--- src/rtl/gshare_pht.sv ---
// Gshare predictor: PC XOR global history indexes 2-bit saturating counters. Prediction and mispredict flag are
// registered, so both appear 1 cycle after their strobe. No backpressure: every pred_req and upd_en is accepted.
module gshare_pht #(
    parameter int         IDX_W    = 3,
    parameter int         PC_W     = 8,
    parameter int         PC_LSB   = 0,
    parameter logic [1:0] CNT_INIT = 2'b01
) (
    input  logic             clk,
    input  logic             reset_n,
    input  logic             pred_req,
    input  logic [PC_W-1:0]  pred_pc,
    input  logic [IDX_W-1:0] ghr_in,
    output logic             pred_valid,
    output logic             pred_taken,
    output logic [IDX_W-1:0] pred_idx,
    input  logic             upd_en,
    input  logic [IDX_W-1:0] upd_idx,
    input  logic             upd_taken,
    output logic             upd_mispredict,
    output logic             ghr_shift_en,
    output logic             ghr_shift_bit
);
    localparam int DEPTH = 1 << IDX_W;

    logic [1:0]       pht_q [DEPTH];
    logic [1:0]       pht_d [DEPTH];
    logic [IDX_W-1:0] idx;
    logic [1:0]       upd_cnt;
    logic             unused_pc;

    logic             pred_valid_q, pred_valid_d;
    logic             pred_taken_q, pred_taken_d;
    logic [IDX_W-1:0] pred_idx_q, pred_idx_d;
    logic             upd_mispredict_q, upd_mispredict_d;
    logic             ghr_shift_en_q, ghr_shift_en_d;
    logic             ghr_shift_bit_q, ghr_shift_bit_d;

    assign idx       = pred_pc[PC_LSB +: IDX_W] ^ ghr_in;
    assign upd_cnt   = pht_q[upd_idx];
    assign unused_pc = ^pred_pc;

    // The prediction reads pht_q, so a same-cycle update to the same entry is not bypassed.
    always_comb begin
        pht_d            = pht_q;
        pred_valid_d     = pred_req;
        pred_taken_d     = pred_taken_q;
        pred_idx_d       = pred_idx_q;
        upd_mispredict_d = 1'b0;
        ghr_shift_en_d   = upd_en;
        ghr_shift_bit_d  = ghr_shift_bit_q;
        if (pred_req) begin
            pred_taken_d = pht_q[idx][1];
            pred_idx_d   = idx;
        end
        if (upd_en) begin
            upd_mispredict_d = (upd_cnt[1] != upd_taken);
            ghr_shift_bit_d  = upd_taken;
            if (upd_taken) begin
                if (upd_cnt != 2'b11) pht_d[upd_idx] = upd_cnt + 2'd1;
            end else begin
                if (upd_cnt != 2'b00) pht_d[upd_idx] = upd_cnt - 2'd1;
            end
        end
    end

    always_ff @(posedge clk or negedge reset_n) begin
        if (!reset_n) begin
            for (int i = 0; i < DEPTH; i++) pht_q[i] <= CNT_INIT;
            pred_valid_q     <= 1'b0;
            pred_taken_q     <= 1'b0;
            pred_idx_q       <= '0;
            upd_mispredict_q <= 1'b0;
            ghr_shift_en_q   <= 1'b0;
            ghr_shift_bit_q  <= 1'b0;
        end else begin
            for (int i = 0; i < DEPTH; i++) pht_q[i] <= pht_d[i];
            pred_valid_q     <= pred_valid_d;
            pred_taken_q     <= pred_taken_d;
            pred_idx_q       <= pred_idx_d;
            upd_mispredict_q <= upd_mispredict_d;
            ghr_shift_en_q   <= ghr_shift_en_d;
            ghr_shift_bit_q  <= ghr_shift_bit_d;
        end
    end

    assign pred_valid     = pred_valid_q;
    assign pred_taken     = pred_taken_q;
    assign pred_idx       = pred_idx_q;
    assign upd_mispredict = upd_mispredict_q;
    assign ghr_shift_en   = ghr_shift_en_q;
    assign ghr_shift_bit  = ghr_shift_bit_q;
endmodule

--- config.mk ---
export PLATFORM = sky130hd
export DESIGN_NAME = gshare_pht
export DESIGN_NICKNAME = d
export VERILOG_FILES = /design/src/rtl/gshare_pht.sv
export SDC_FILE = /design/constraint.sdc
export NUM_CORES = 1
export LEC_CHECK = 0
export ABC_CLOCK_PERIOD_IN_PS = 3050
export CORE_MARGIN = 2
export CORE_UTILIZATION = 40
export CTS_BUF_LIST = sky130_fd_sc_hd__clkbuf_4
export CTS_CLUSTER_DIAMETER = 60
export DETAILED_ROUTE_END_ITERATION = 10
export PLACE_DENSITY_LB_ADDON = 0.25
export SYNTH_ARGS = -nofsm -noshare
export SYNTH_HDL_FRONTEND = slang
export SYNTH_SLANG_ARGS = --single-unit
export TNS_END_PERCENT = 30
--- constraint.sdc ---
create_clock -name clk -period 3.05 [get_ports clk]
set_input_delay 0.61 -clock clk [delete_from_list [all_inputs] [get_ports clk]]
set_output_delay 0.61 -clock clk [all_outputs]
set_load 0.01 [all_outputs]
==> flow_summary.json <==
{
  "timing.critical_path.to_type": "register",
  "chipWidth_um": 61.18,
  "antenna_cells": 0,
  "status": "completed",
  "static-leakage-power_uw": 0.0007459,
  "fp.coreArea_mm2": 0.003078,
  "synth-main-ff-cell": "sky130_fd_sc_hd__dfrtp_1",
  "num_io_pins": 27,
  "cell_area_reported_after_detailed_placement_mm2": 0.001658,
  "critical_path_peak_fanout": 7,
  "sequentialPowerShare_pct": 48.6,
  "number_of_endpoints_failing_setup_at_the_final_stage": 0,
  "yosysTopAreaCell": "sky130_fd_sc_hd__dfrtp_1",
  "fmax_mhz": 367.5,
  "grt_first_pass_wirelength_mm": 4.105,
  "track_usage_pct": 15.28,
  "ant_nets": 0,
  "syn_inst": 104,
  "maximum_number_of_pins_on_one_net_before_global_route_repair": 22,
  "reg2reg_to": "pht_q[3]$_DFFE_PN0P_",
  "topRoutingLayerUsed": "met4",
  "power.share.switching_pct": 30.49,
  "final-hold-violation-count": 0,
  "clock-skew-final_ns": 0.01213,
  "gp_routability_congestion": 0.8138,
  "holdCritPathClass": "register to register",
  "met2RoutedLength_mm": 1.325,
  "first_iter_violations": 16,
  "htree_num_levels": 1,
  "synth.cell_area_mm2": 0.001308,
  "detailroute.via_count": 939,
  "crit_path_end": "pht_q[3]$_DFFE_PN0P_",
  "final_core_util_pct": 56.42,
  "synth.ff_latch_count": 24,
  "detail_route.wirelength_mm": 2.596,
  "count_of_tritonroute_iterations_in_the_first_routing_pass": 4,
  "initial_core_util_pct": 42.48,
  "final.min_clock_period_ns": 2.721,
  "relSlewSlack_pct": 38.27,
  "maximum_number_of_buffers_from_clock_root_to_sink": 2,
  "cp_data_required_time_ns": 3.25,
  "clock_tree.root_cell": "sky130_fd_sc_hd__clkbuf_4",
  "first_global_vias": 892,
  "synth_edf_count": 0,
  "synth_top_area_share_pct": 30.62,
  "rsz_0062_raised_after_global_routing": "false",
  "worst_skew_pair.late_latency_ns": 0.32,
  "p_sw_uw": 348.3,
  "viasPerCell": 4.995,
  "seq_area_frac_synth_pct": 46.70,
  "place.detailed.hpwl_mm": 1.966,
  "ff2ff_path_depth": 8,
  "avgSynthCellArea_um2": 12.57,
  "cap_violations": 0,
  "crit_type": "input pin to register",
  "drt-wirelength-per-cell_um": 13.81,
  "core.rowCount": 20,
  "grt_overflow": 0,
  "die-height_um": 61.18,
  "clock-sinks": 24,
  "buffer_ports.inserted": 21,
  "synth_area_leaders": "sky130_fd_sc_hd__dfrtp_1 31%, sky130_fd_sc_hd__dfstp_2 16%, sky130_fd_sc_hd__mux2_2 14%",
  "pre_cts_ws_ns": -0.3733,
  "synth_fp_nets": 125,
  "setup.worst_path.start": "upd_idx[0]",
  "nets": 166,
  "numCtsBuffers": 3,
  "synthesis.yosys.warnings": 0,
  "fp.dieArea_mm2": 0.003742,
  "synth.lib_cells_used.distinct": 32,
  "setup.reg_to_reg.worst_slack_ns": 0.52,
  "combPwrFrac_pct": 39.3,
  "design_power_total_uw": 1142,
  "fin_hold_ws_ns": 0.5213,
  "slew_viol_final": 0,
  "final_min_period_over_clock_period_pct": 89.22,
  "wl_met3_um": 101,
  "drt-met1-wl_mm": 1.150,
  "critical_path_arrival_ns": 2.92,
  "syn2layout_area_growth_pct": 32.82,
  "fillCellCount": 267,
  "tritoncts": "built",
  "power.density_cell_area_mw_per_mm2": 657.8,
  "fraction_of_layout_cells_with_a_size_suffix_above_1_pct": 41.67,
  "post-route-worst-setup-slack_ns": 0.3289,
  "antenna_violations_before_repair": 0,
  "startpoint_kind_of_the_worst_setup_timing_path": "input pin",
  "share_clk_of_total_power_pct": 12.1,
  "drcViolationCount": 0,
  "path_clk_slew_ns": 0.11,
  "fraction_of_synthesis_flops_using_an_asynchronous_set_or_reset_pin_pct": 100.0,
  "internal-power_uw": 794.1,
  "worst_slew_pin_slew_ns": 0.9231,
  "final_design_area_no_fill_mm2": 0.001737,
  "peakVddDrop_uv": 297.2
}
cells in the mapped netlist, types with 2 or more instances:
master / n
sky130_fd_sc_hd__dfrtp_1: 16
sky130_fd_sc_hd__mux2_2: 16
sky130_fd_sc_hd__dfstp_2: 8
sky130_fd_sc_hd__mux2i_1: 5
sky130_fd_sc_hd__nand2_1: 5
sky130_fd_sc_hd__nand3b_1: 5
sky130_fd_sc_hd__nor2_1: 5
sky130_fd_sc_hd__inv_1: 4
sky130_fd_sc_hd__a21oi_1: 3
sky130_fd_sc_hd__mux2_4: 3
sky130_fd_sc_hd__nand2b_1: 3
sky130_fd_sc_hd__o21ai_0: 3
sky130_fd_sc_hd__buf_6: 2
sky130_fd_sc_hd__ha_1: 2
sky130_fd_sc_hd__mux4_2: 2
sky130_fd_sc_hd__nand3_1: 2
sky130_fd_sc_hd__nand4_1: 2
sky130_fd_sc_hd__nor3b_1: 2
sky130_fd_sc_hd__xnor2_1: 2
sky130_fd_sc_hd__xor2_1: 2
metrics by stage:
stage                     std cells  TNS, ns
after global routing            188        0
after floorplan                 104        0
after global placement          181   -3.010
after detailed placement        181   -3.560
after CTS                       185        0
final                           188        0
cells in the final DEF, fill, tap and decap left out, types with 3 or more instances in the layout:
master / Yosys / final
sky130_fd_sc_hd__dlymetal6s2s_1: 0 / 3
sky130_fd_sc_hd__buf_4: 1 / 17
sky130_fd_sc_hd__a21oi_1: 3 / 3
sky130_fd_sc_hd__mux2_4: 3 / 3
sky130_fd_sc_hd__nand2b_1: 3 / 3
sky130_fd_sc_hd__clkdlybuf4s50_1: 0 / 18
sky130_fd_sc_hd__dfstp_2: 8 / 8
sky130_fd_sc_hd__clkbuf_4: 0 / 3
sky130_fd_sc_hd__nand3b_1: 5 / 5
sky130_fd_sc_hd__o21ai_0: 3 / 3
sky130_fd_sc_hd__inv_1: 4 / 4
sky130_fd_sc_hd__dfrtp_1: 16 / 16
sky130_fd_sc_hd__nor2_1: 5 / 3
sky130_fd_sc_hd__nand2_1: 5 / 5
sky130_fd_sc_hd__mux2i_1: 5 / 5
sky130_fd_sc_hd__mux2_2: 16 / 16
routing by layer:
metal	global-route usage (%)	vias up
li1	-	457
met1	19.97	467
met4	3.727	0
met2	25.08	13
met3	4.412	2
met5	0	-
cell type report:
| class | instances | area [µm²] | area share, % |
|---|---|---|---|
| clock inverters | 1 | 3.754 | 0.2161 |
| multi-input cells | 72 | 668.1 | 38.47 |
| well taps | 44 | 55.05 | 3.170 |
| inverters | 4 | 15.01 | 0.8646 |
| clock buffers | 3 | 22.52 | 1.297 |
| flip-flops and latches | 24 | 610.6 | 35.16 |
| repair buffers | 40 | 361.6 | 20.82 |
worst max-delay path, stage by stage:
cell and delay [ns]:
sky130_fd_sc_hd__dlymetal6s2s_1 0.15, sky130_fd_sc_hd__buf_6 0.15, sky130_fd_sc_hd__buf_4 0.13, sky130_fd_sc_hd__or3b_1 0.33, sky130_fd_sc_hd__a21boi_0 0.22, sky130_fd_sc_hd__a211oi_2 0.09, sky130_fd_sc_hd__ha_1 0.21, sky130_fd_sc_hd__mux2_2 0.30
sky130_fd_sc_hd__nor4_2 0.23, sky130_fd_sc_hd__buf_4 0.19, sky130_fd_sc_hd__mux2_2 0.32
how the worst min path moves through the flow:
stage / cells after the start / startpoint / slack [ns] / endpoint
after global placement: 1 / pred_idx[1]$_DFFE_PN0P_ / 0.49 / pred_idx[1]$_DFFE_PN0P_
after CTS: 1 / pred_idx[0]$_DFFE_PN0P_ / 0.53 / pred_idx[0]$_DFFE_PN0P_
final: 1 / pred_idx[0]$_DFFE_PN0P_ / 0.52 / pred_idx[0]$_DFFE_PN0P_
after floorplan: 0 / reset_n / 0.31 / ghr_shift_bit$_DFFE_PN0P_
after detailed placement: 1 / pred_idx[0]$_DFFE_PN0P_ / 0.50 / pred_idx[0]$_DFFE_PN0P_
after global routing: 1 / pred_idx[1]$_DFFE_PN0P_ / 0.54 / pred_idx[1]$_DFFE_PN0P_
power groups by stage:
| stage | Clock [µW] | Sequential (µW) | Combinational [µW] |
|---|---|---|---|
| floorplan | 0 | 543 | 297 |
| global placement | 0 | 557 | 437 |
| detailed placement | 0 | 562 | 445 |
| CTS | 145 | 556 | 446 |
| global route | 160 | 575 | 493 |
| finish | 138 | 555 | 449 |
repair_timing:
item                                    in CTS  in global routing
endpoints found under the setup margin       1                  9
buffers inserted                             0                  2
pin swaps                                    1                  3
hold buffers                                 0                  0
gates cloned                                 0                  1
gates resized for setup                      1                  8
logic make-up after synthesis:
family,share of synthesized area [%]
buf+inv,3.827
flops,46.70
mux,24.50
simple gates,13.01
xor+xnor,2.680
compound gates,7.368
fa+ha+maj,1.914
(Power assumes the default switching activity.)
